<file path="config.mk">
export PLATFORM = sky130hd
export DESIGN_NAME = medidor_frecuencia
export DESIGN_NICKNAME = d
export VERILOG_FILES = /design/src/rtl/medidor_frecuencia.sv
export SDC_FILE = /design/constraint.sdc
export NUM_CORES = 1
export LEC_CHECK = 0
export CAP_MARGIN = 20
export CORE_ASPECT_RATIO = 1.25
export CORE_UTILIZATION = 55
export DETAILED_ROUTE_END_ITERATION = 10
export PLACE_DENSITY = 0.88
export SYNTH_ARGS = -nofsm -noshare
export SYNTH_HDL_FRONTEND = slang
export SYNTH_SLANG_ARGS = --single-unit
</file>
<file path="constraint.sdc">
create_clock -name clk -period 3.5 [get_ports clk]
set_input_delay 0.525 -clock clk [delete_from_list [all_inputs] [get_ports clk]]
set_output_delay 0.525 -clock clk [all_outputs]
set_load 0.02 [all_outputs]
</file>
<file path="src/rtl/medidor_frecuencia.sv">
// medidor_frecuencia: measures the period of a divided clock and recovers its division value and code
// Ports:
//    clk       system clock, all state on its rising edge
//    rst       asynchronous active-low reset
//    senal     divided clock under measurement, asynchronous to clk
//    periodo   last measured period in clk cycles
//    q         periodo>>1 saturated at 127
//    codigo    table entry matching the last period
//    valido    one-cycle pulse when periodo/q/codigo/error update
//    error     last period matched no table entry (or saturated)
//    sin_senal no rising edge for TIMEOUT cycles
module medidor_frecuencia #(
   parameter int ANCHO   = 16,
   parameter int TIMEOUT = 65535
) (
   input  logic             clk,
   input  logic             rst,
   input  logic             senal,
   output logic [ANCHO-1:0] periodo,
   output logic [6:0]       q,
   output logic [2:0]       codigo,
   output logic             valido,
   output logic             error,
   output logic             sin_senal
);
   localparam int AO = $clog2(TIMEOUT + 1);
   localparam int DIV [8] = '{2, 4, 8, 16, 32, 50, 100, 125};
   typedef enum logic [1:0] {ESPERA, PRIMER, MIDIENDO} estado_t;
   estado_t estado, estado_sig;
   logic s0, s1, s2;
   logic [ANCHO-1:0] cnt;
   logic [AO-1:0] ocio;
   logic flanco, expira, medir, sat, hit;
   logic [2:0] sel;
   logic [6:0] q_n;
   assign flanco = s1 & ~s2;
   // an edge in the expiry cycle wins, so expiry requires no edge
   assign expira = (estado != ESPERA) && !flanco && (ocio == AO'(TIMEOUT - 1));
   // the first edge after ESPERA only starts the count; later edges close a period
   assign medir  = flanco && (estado != ESPERA);
   assign sat    = &cnt;
   assign q_n    = (cnt[ANCHO-1:1] > 127) ? 7'd127 : cnt[7:1];
   always_comb begin
      estado_sig = flanco ? ((estado == ESPERA) ? PRIMER : MIDIENDO) : (expira ? ESPERA : estado);
   end
   always_comb begin
      hit = 1'b0;
      sel = codigo;
      for (int i = 0; i < 8; i++)
         if (int'(cnt) >= 2 * DIV[i] - 1 && int'(cnt) <= 2 * DIV[i] + 1) begin
            hit = 1'b1;
            sel = 3'(i);
         end
   end
   always_ff @(posedge clk or negedge rst) begin
      if (!rst) begin
         estado    <= ESPERA;
         s0        <= 1'b0;
         s1        <= 1'b0;
         s2        <= 1'b0;
         cnt       <= '0;
         ocio      <= '0;
         periodo   <= '0;
         q         <= '0;
         codigo    <= '0;
         valido    <= 1'b0;
         error     <= 1'b0;
         sin_senal <= 1'b0;
      end else begin
         s0        <= senal;
         s1        <= s0;
         s2        <= s1;
         estado    <= estado_sig;
         cnt       <= flanco ? ANCHO'(1) : (estado == ESPERA) ? '0 : sat ? cnt : cnt + 1'b1;
         ocio      <= (flanco || expira || estado == ESPERA) ? '0 : ocio + 1'b1;
         valido    <= medir;
         sin_senal <= medir ? 1'b0 : expira ? 1'b1 : sin_senal;
         if (medir) begin
            periodo <= cnt;
            q       <= q_n;
            codigo  <= sel;
            error   <= sat | ~hit;
         end
      end
   end
endmodule

</file>
[Yosys cells after proc, flatten, opt, wreduce, memory -nomap -nowiden]
Index checks and enable logic that the tools add are counted.
Cells by class
  multiplexer cells: 26
  equal/unequal tests: 2
  order comparisons: 17
  reductions and logical operators: 21
  bitwise logic cells: 4
  add/subtract/negate cells: 2
Operators with widths (count)
  16-bit two-way mux: 4
  16-bit by 1-bit adder with 16-bit output, second input constant: 2
  16-bit by 8-bit >= comparator with 1-bit output, second input constant: 2
  16-bit by 7-bit <= comparator with 1-bit output, second input constant: 2
  16-bit by 8-bit <= comparator with 1-bit output, second input constant: 2
  3-bit two-way mux: 8
  16-bit equality test, second input constant: 1
  16-bit by 2-bit >= comparator with 1-bit output, second input constant: 1
  16-bit by 3-bit >= comparator with 1-bit output, second input constant: 1
  16-bit by 4-bit >= comparator with 1-bit output, second input constant: 1
  16-bit by 5-bit >= comparator with 1-bit output, second input constant: 1
  16-bit by 6-bit >= comparator with 1-bit output, second input constant: 1
  16-bit by 7-bit >= comparator with 1-bit output, second input constant: 1
  16-bit by 3-bit <= comparator with 1-bit output, second input constant: 1
  16-bit by 4-bit <= comparator with 1-bit output, second input constant: 1
  16-bit by 5-bit <= comparator with 1-bit output, second input constant: 1
  16-bit by 6-bit <= comparator with 1-bit output, second input constant: 1
  16-bit AND reduction: 1
  15-bit by 7-bit greater-than comparator with 1-bit output, second input constant: 1
  1-bit logical AND: 11
  1-bit two-way mux: 10
  8-bit nonzero test: 1
  7-bit two-way mux: 1
  2-bit two-way mux: 3
  other kinds (9): 13
Word-level totals
  logic and storage cells: 84
  bits in registers: 66
  bits of input ports: 3
  output and inout bits: 29

[Depth between registers and ports, before layout]
  word-level depth: 12
  gate-level depth with buffers: 8
  gate-level depth less buffers: 8

[Least setup slack after synthesis]
OpenSTA, ideal clock, no wires.
  path type: reg-to-reg
  from: register cnt[0]
  to: register codigo[0]
  path buffers: 0
  period minus slack after synthesis: 2.059 ns
  arrival: 1.934 ns
  slack: 1.441 ns
  data required time: 3.375 ns
  cell stages (with the launch flop): 9
  setup time: 0.125 ns
  cells stage by stage: dfrtp_1 inv_1 ha_1 nor2_1 nor3_1 a311oi_1 o22ai_2 nor2_2 mux2_4
Between the ends
  longest elaborated chain between the ends: 9
  elaborated cells on any way between the ends: 33
  classes of those cells: order compare (16); mux (7); reduce/logical (10)
RTL lines
  start, declared: line 31  | logic [ANCHO-1:0] cnt;
  start signal, assigned: line 74  | cnt <= flanco ? ANCHO'(1) : (estado == ESPERA) ? '0 : sat ? cnt : cnt + 1'b1;
  16-bit by 3-bit >= comparator with 1-bit output or 16-bit by 4-bit <= comparator with 1-bit output (tied branches): line 50  | if (int'(cnt) >= 2 * DIV[i] - 1 && int'(cnt) <= 2 * DIV[i] + 1) begin
  1-bit logical AND: line 50
  3-bit two-way mux (7 in series): line 50
  end signal, assigned: line 81  | codigo <= sel;
  end, declared: line 21  | output logic [2:0] codigo,
Several ways; a longest one is shown, not always the timed one.
A chain may end at the register's enable or synchronous reset.

[Final worst setup path]
  from: register cnt[0]
  to: register codigo[1]
The elaborated chain is that of the path after synthesis.

==> impl_results.html <==
<table>
<tr><th>Metric</th><th>Value</th></tr>
<tr><th colspan="2">CTS</th></tr>
<tr><td>Hold-fix buffers, CTS</td><td>0</td></tr>
<tr><td>Clock tree buffer depth</td><td>2</td></tr>
<tr><td>Clock root buffer</td><td>clkbuf_8</td></tr>
<tr><td>Number of buffers added by the clock tree synthesis step</td><td>9</td></tr>
<tr><td>Setup Buffers After CTS</td><td>0</td></tr>
<tr><td>Clock insertion delay at the later pin of the skew report</td><td>around 0.36 ns</td></tr>
<tr><td>Count of instances resized after the clock tree is built</td><td>0</td></tr>
<tr><td>CTS tree</td><td>done</td></tr>
<tr><td>CTS clock-pin slew for the worst setup and hold paths</td><td>roughly 0.070 ns</td></tr>
<tr><td>Clock Sinks</td><td>between 60 and 70</td></tr>
<tr><td>Deepest level of the CTS H-tree</td><td>3</td></tr>
<tr><th colspan="2">Logic synthesis</th></tr>
<tr><td>Number of different library cells in the post-synthesis netlist</td><td>53</td></tr>
<tr><td>Synthesized area per cell</td><td>around 11 sq um</td></tr>
<tr><td>Post-synth EDFFs</td><td>0</td></tr>
<tr><td>Top post-synthesis cells by area</td><td>dfrtp_1, nor2_1, mux2_2</td></tr>
<tr><td>Area leader, netlist</td><td>dfrtp_1</td></tr>
<tr><td>Area share of the leading cell type in the synthesized netlist</td><td>52.7%</td></tr>
<tr><td>Combined area of all synthesized cells</td><td>0.00314 sq mm</td></tr>
<tr><td>#FFs+latches synth</td><td>66</td></tr>
<tr><td>Net count of the mapped netlist</td><td>300</td></tr>
<tr><td>Sequential area share after synthesis</td><td>between 50% and 60%</td></tr>
<tr><td>Share of flip-flops with an asynchronous set or reset after synthesis</td><td>100%</td></tr>
<tr><td>Primary flip-flop cell chosen by synthesis mapping</td><td>dfrtp_1</td></tr>
<tr><td>Top cells by instance count after synthesis</td><td>dfrtp_1, nor2_1, nand2_1, nand3_1, mux2_2</td></tr>
<tr><td>Cell count after synthesis</td><td>slightly below 300</td></tr>
<tr><td>Most common cell in the netlist</td><td>dfrtp_1</td></tr>
<tr><td>YS warnings</td><td>0</td></tr>
<tr><th colspan="2">Timing</th></tr>
<tr><td>RSZ-0062 raised after global routing</td><td>no</td></tr>
<tr><td>Final max-slew violation count</td><td>0</td></tr>
<tr><td>Final setup vio count</td><td>0</td></tr>
<tr><td>Hold Fails Final Rpt</td><td>0</td></tr>
<tr><td>Slew at the pin closest to its max-slew limit</td><td>around 0.82 ns</td></tr>
<tr><td>Sum Neg Setup Slack</td><td>0 ns</td></tr>
<tr><td>Highest Clock Rate</td><td>between 400 and 500 MHz</td></tr>
<tr><td>Worst rel slew slack</td><td>45.4%</td></tr>
<tr><td>Maximum clock skew at final layout</td><td>just under 0.01 ns</td></tr>
<tr><td>Crit share post-route</td><td>67.0%</td></tr>
<tr><td>Final Critical Period</td><td>around 2.3 ns</td></tr>
<tr><th colspan="2">Routing</th></tr>
<tr><td>Drt first pass iters</td><td>4</td></tr>
<tr><td>Wire length reported by the detailed router</td><td>just over 6000 microns</td></tr>
<tr><td>Routed wire per std cell</td><td>15.3 microns</td></tr>
<tr><td>Final antenna-violating net count</td><td>0</td></tr>
<tr><td>Post-route DRC</td><td>0</td></tr>
<tr><td>Vias</td><td>approximately 2300</td></tr>
<tr><td>Via-to-Cell Ratio</td><td>5.93</td></tr>
<tr><td>Number of design-rule violations left by the first detailed-router iteration</td><td>between 200 and 250</td></tr>
<tr><th colspan="2">Status</th></tr>
<tr><td>Status</td><td>finished clean</td></tr>
<tr><th colspan="2">Finish</th></tr>
<tr><td>Layout overhead on the synthesized area</td><td>18.4%</td></tr>
<tr><td>Number of antenna cells inserted</td><td>0</td></tr>
<tr><td>Layout Nets</td><td>335</td></tr>
<tr><td>Final std cell area, no fill</td><td>around 0.0037 sq mm</td></tr>
<tr><td>Final core occ</td><td>between 60% and 70%</td></tr>
<tr><td>Share of post-route cells with drive strength above 1</td><td>15.1%</td></tr>
<tr><th colspan="2">Floorplan</th></tr>
<tr><td>Die W</td><td>69.5 microns</td></tr>
<tr><td>Starting Density</td><td>57.2%</td></tr>
<tr><td>Number of cell rows</td><td>30</td></tr>
<tr><td>Area inside the core boundary</td><td>0.00548 sq mm</td></tr>
<tr><td>Io pins</td><td>32</td></tr>
<tr><td>Height of the die</td><td>a little under 90 microns</td></tr>
<tr><td>Area enclosed by the die boundary</td><td>0.00601 sq mm</td></tr>
<tr><th colspan="2">Placed design</th></tr>
<tr><td>Area post-placement</td><td>roughly 0.0035 sq mm</td></tr>
<tr><td>Post-detailed-placement half-perimeter wirelength</td><td>4120 microns</td></tr>
<tr><td>Port buffer count</td><td>31</td></tr>
<tr><td>Final RePlAce weighted congestion</td><td>0.979</td></tr>
<tr><th colspan="2">GRT</th></tr>
<tr><td>Met2 layer usage reported by global route</td><td>between 30 and 40%</td></tr>
<tr><td>Number of antenna violations at the first check in global routing</td><td>0</td></tr>
<tr><td>Via count of the first global-routing pass</td><td>between 2000 and 2500</td></tr>
<tr><td>Global routing met1 resource utilization</td><td>between 20% and 30%</td></tr>
<tr><td>Most heavily used metal layer in global routing</td><td>met2</td></tr>
<tr><td>Pin count of the biggest net entering global routing</td><td>67</td></tr>
<tr><td>Global-route usage over all layers</td><td>around 23%</td></tr>
<tr><td>Remaining Overflow, GRT</td><td>0</td></tr>
<tr><td>Global routing met3 resource utilization</td><td>~5.0%</td></tr>
<tr><td>Wire length of the first global-routing pass</td><td>between 10000 and 15000 microns</td></tr>
<tr><th colspan="2">Power</th></tr>
<tr><td>Leakage Power</td><td>around 1.6 nW</td></tr>
<tr><td>Worst vdd ir</td><td>~320 uV</td></tr>
<tr><td>Power density of the placed cells</td><td>between 500 and 600 mW/mm^2</td></tr>
<tr><th colspan="2">Critical path</th></tr>
<tr><td>Biggest fanout along the worst timing path</td><td>5</td></tr>
<tr><td>Series of cell instances along the critical path</td><td>inv_1, ha_1, nor2_1, o22ai_1, a41oi_1, o22ai_2, nor2_2, mux2_4</td></tr>
<tr><td>Kind of start point of the critical path</td><td>flip-flop</td></tr>
<tr><td>CP max-delay cell</td><td>dfrtp_1</td></tr>
<tr><td>Setup Crit Path Kind</td><td>flip-flop to flip-flop</td></tr>
<tr><td>Worst path max stage delay</td><td>0.43 ns</td></tr>
<tr><td>Kind of capture point of the worst setup path</td><td>flip-flop</td></tr>
<tr><td>Critical path data required time</td><td>3.74 ns</td></tr>
<tr><td>Arrival time worst endpoint</td><td>approximately 2.6 ns</td></tr>
<tr><th colspan="2">Min path</th></tr>
<tr><td>Type of the tightest min-delay check</td><td>primary input to async pin</td></tr>
<tr><th colspan="2">Flow run</th></tr>
<tr><td>Maximum capacitance violations</td><td>0</td></tr>
</table>
-- critical path: cells and delay by family (launching register included) --
| family | cells | cell delay, ns |
|---|---|---|
| flip-flops | 1 | 0.43 |
| multiplexers | 1 | 0.32 |
| AO/OA/AOI/OAI | 3 | 0.67 |
| buffers and inverters | 1 | 0.08 |
| adder cells (fa/ha/maj) | 1 | 0.22 |
| AND/OR/NAND/NOR | 2 | 0.50 |
-- routing by layer --
layer	share of wire [%]	routed length [microns]	vias to the layer above
met2	50	3060	77
met3	4.9	299	20
met4	2.8	171	0
met1	42	2540	1156
li1	-	-	1094
met5	0	0	-
-- kinds of logic (layout without fill, tap and decap cells) --
family | count (synthesis) | in the layout | synth area share [%]
xor gates and xnor gates | 20 | 20 | 5.58
DFF | 66 | 66 | 52.7
adders and majority gates | 5 | 5 | 1.99
AOI/OAI and AO/OA | 51 | 51 | 11.4
muxes | 16 | 16 | 5.94
and+or+nand+nor | 115 | 115 | 19.5
buffers and inverters | 19 | 59 | 2.87
-- layout make-up --
type | instances | area, sq um
Clock buffer | 10 | 138
Fill cell | 422 | 1770
Multi-Input combinational cell | 207 | 1400
Timing Repair Buffer | 34 | 332
Tap cell | 64 | 80.1
Inverter | 9 | 33.8
Clock inverter | 6 | 80.1
Sequential cell | 66 | 1650
-- cells in the final DEF, fill, tap and decap left out, types with 8 or more instances in the layout --
master,instances
a21oi_1,10
dfrtp_1,66
mux2_2,13
xnor2_1,8
nand3_1,14
clkdlybuf4s50_1,30
nand2_1,24
xor2_1,12
nor2_1,43
o21ai_0,12
clkbuf_8,10
-- per-stage QoR --
step | setup WS [ns] | power [mW] | hold slack (ns) | std cells
after CTS | 1.15 | 2.13 | 0.361 | 395
final | 1.16 | 2.11 | 0.338 | 396
after global placement | 1.31 | 1.40 | 0.341 | 379
after global routing | 0.941 | 2.21 | 0.374 | 396
after floorplan | 1.44 | 1.26 | 0.229 | 292
after detailed placement | 1.21 | 1.42 | 0.342 | 379
-- where the power goes --
part | total, mW | internal [mW] | switching [mW]
Combinational | 0.449 | 0.215 | 0.234
Sequential | 0.959 | 0.851 | 0.108
Clock | 0.702 | 0.415 | 0.287
Total | 2.11 | 1.48 | 0.628
-- worst paths after layout --
kind | start | end | slack, ns | cells after the start
worst min register to register | s0 | s1 | 0.36 | 0
worst max register to register | cnt[0] | codigo[1] | 1.16 | 8
max in group asynchronous | rst | periodo[8] | 2.61 | 2
worst max-delay path | cnt[0] | codigo[1] | 1.16 | 8
worst min-delay path | rst | codigo[1] | 0.34 | 2
min in group clk | s0 | s1 | 0.36 | 0
-- flip-flops by register name, indices dropped and copies added, names as in the netlist --
name and cells:
s1 1, valido 1, cnt 16, q 7, sin_senal 1, s2 1, estado 2, codigo 3
error 1, s0 1, ocio 16, periodo 16
No activity file was read; power rests on OpenSTA's default activity.
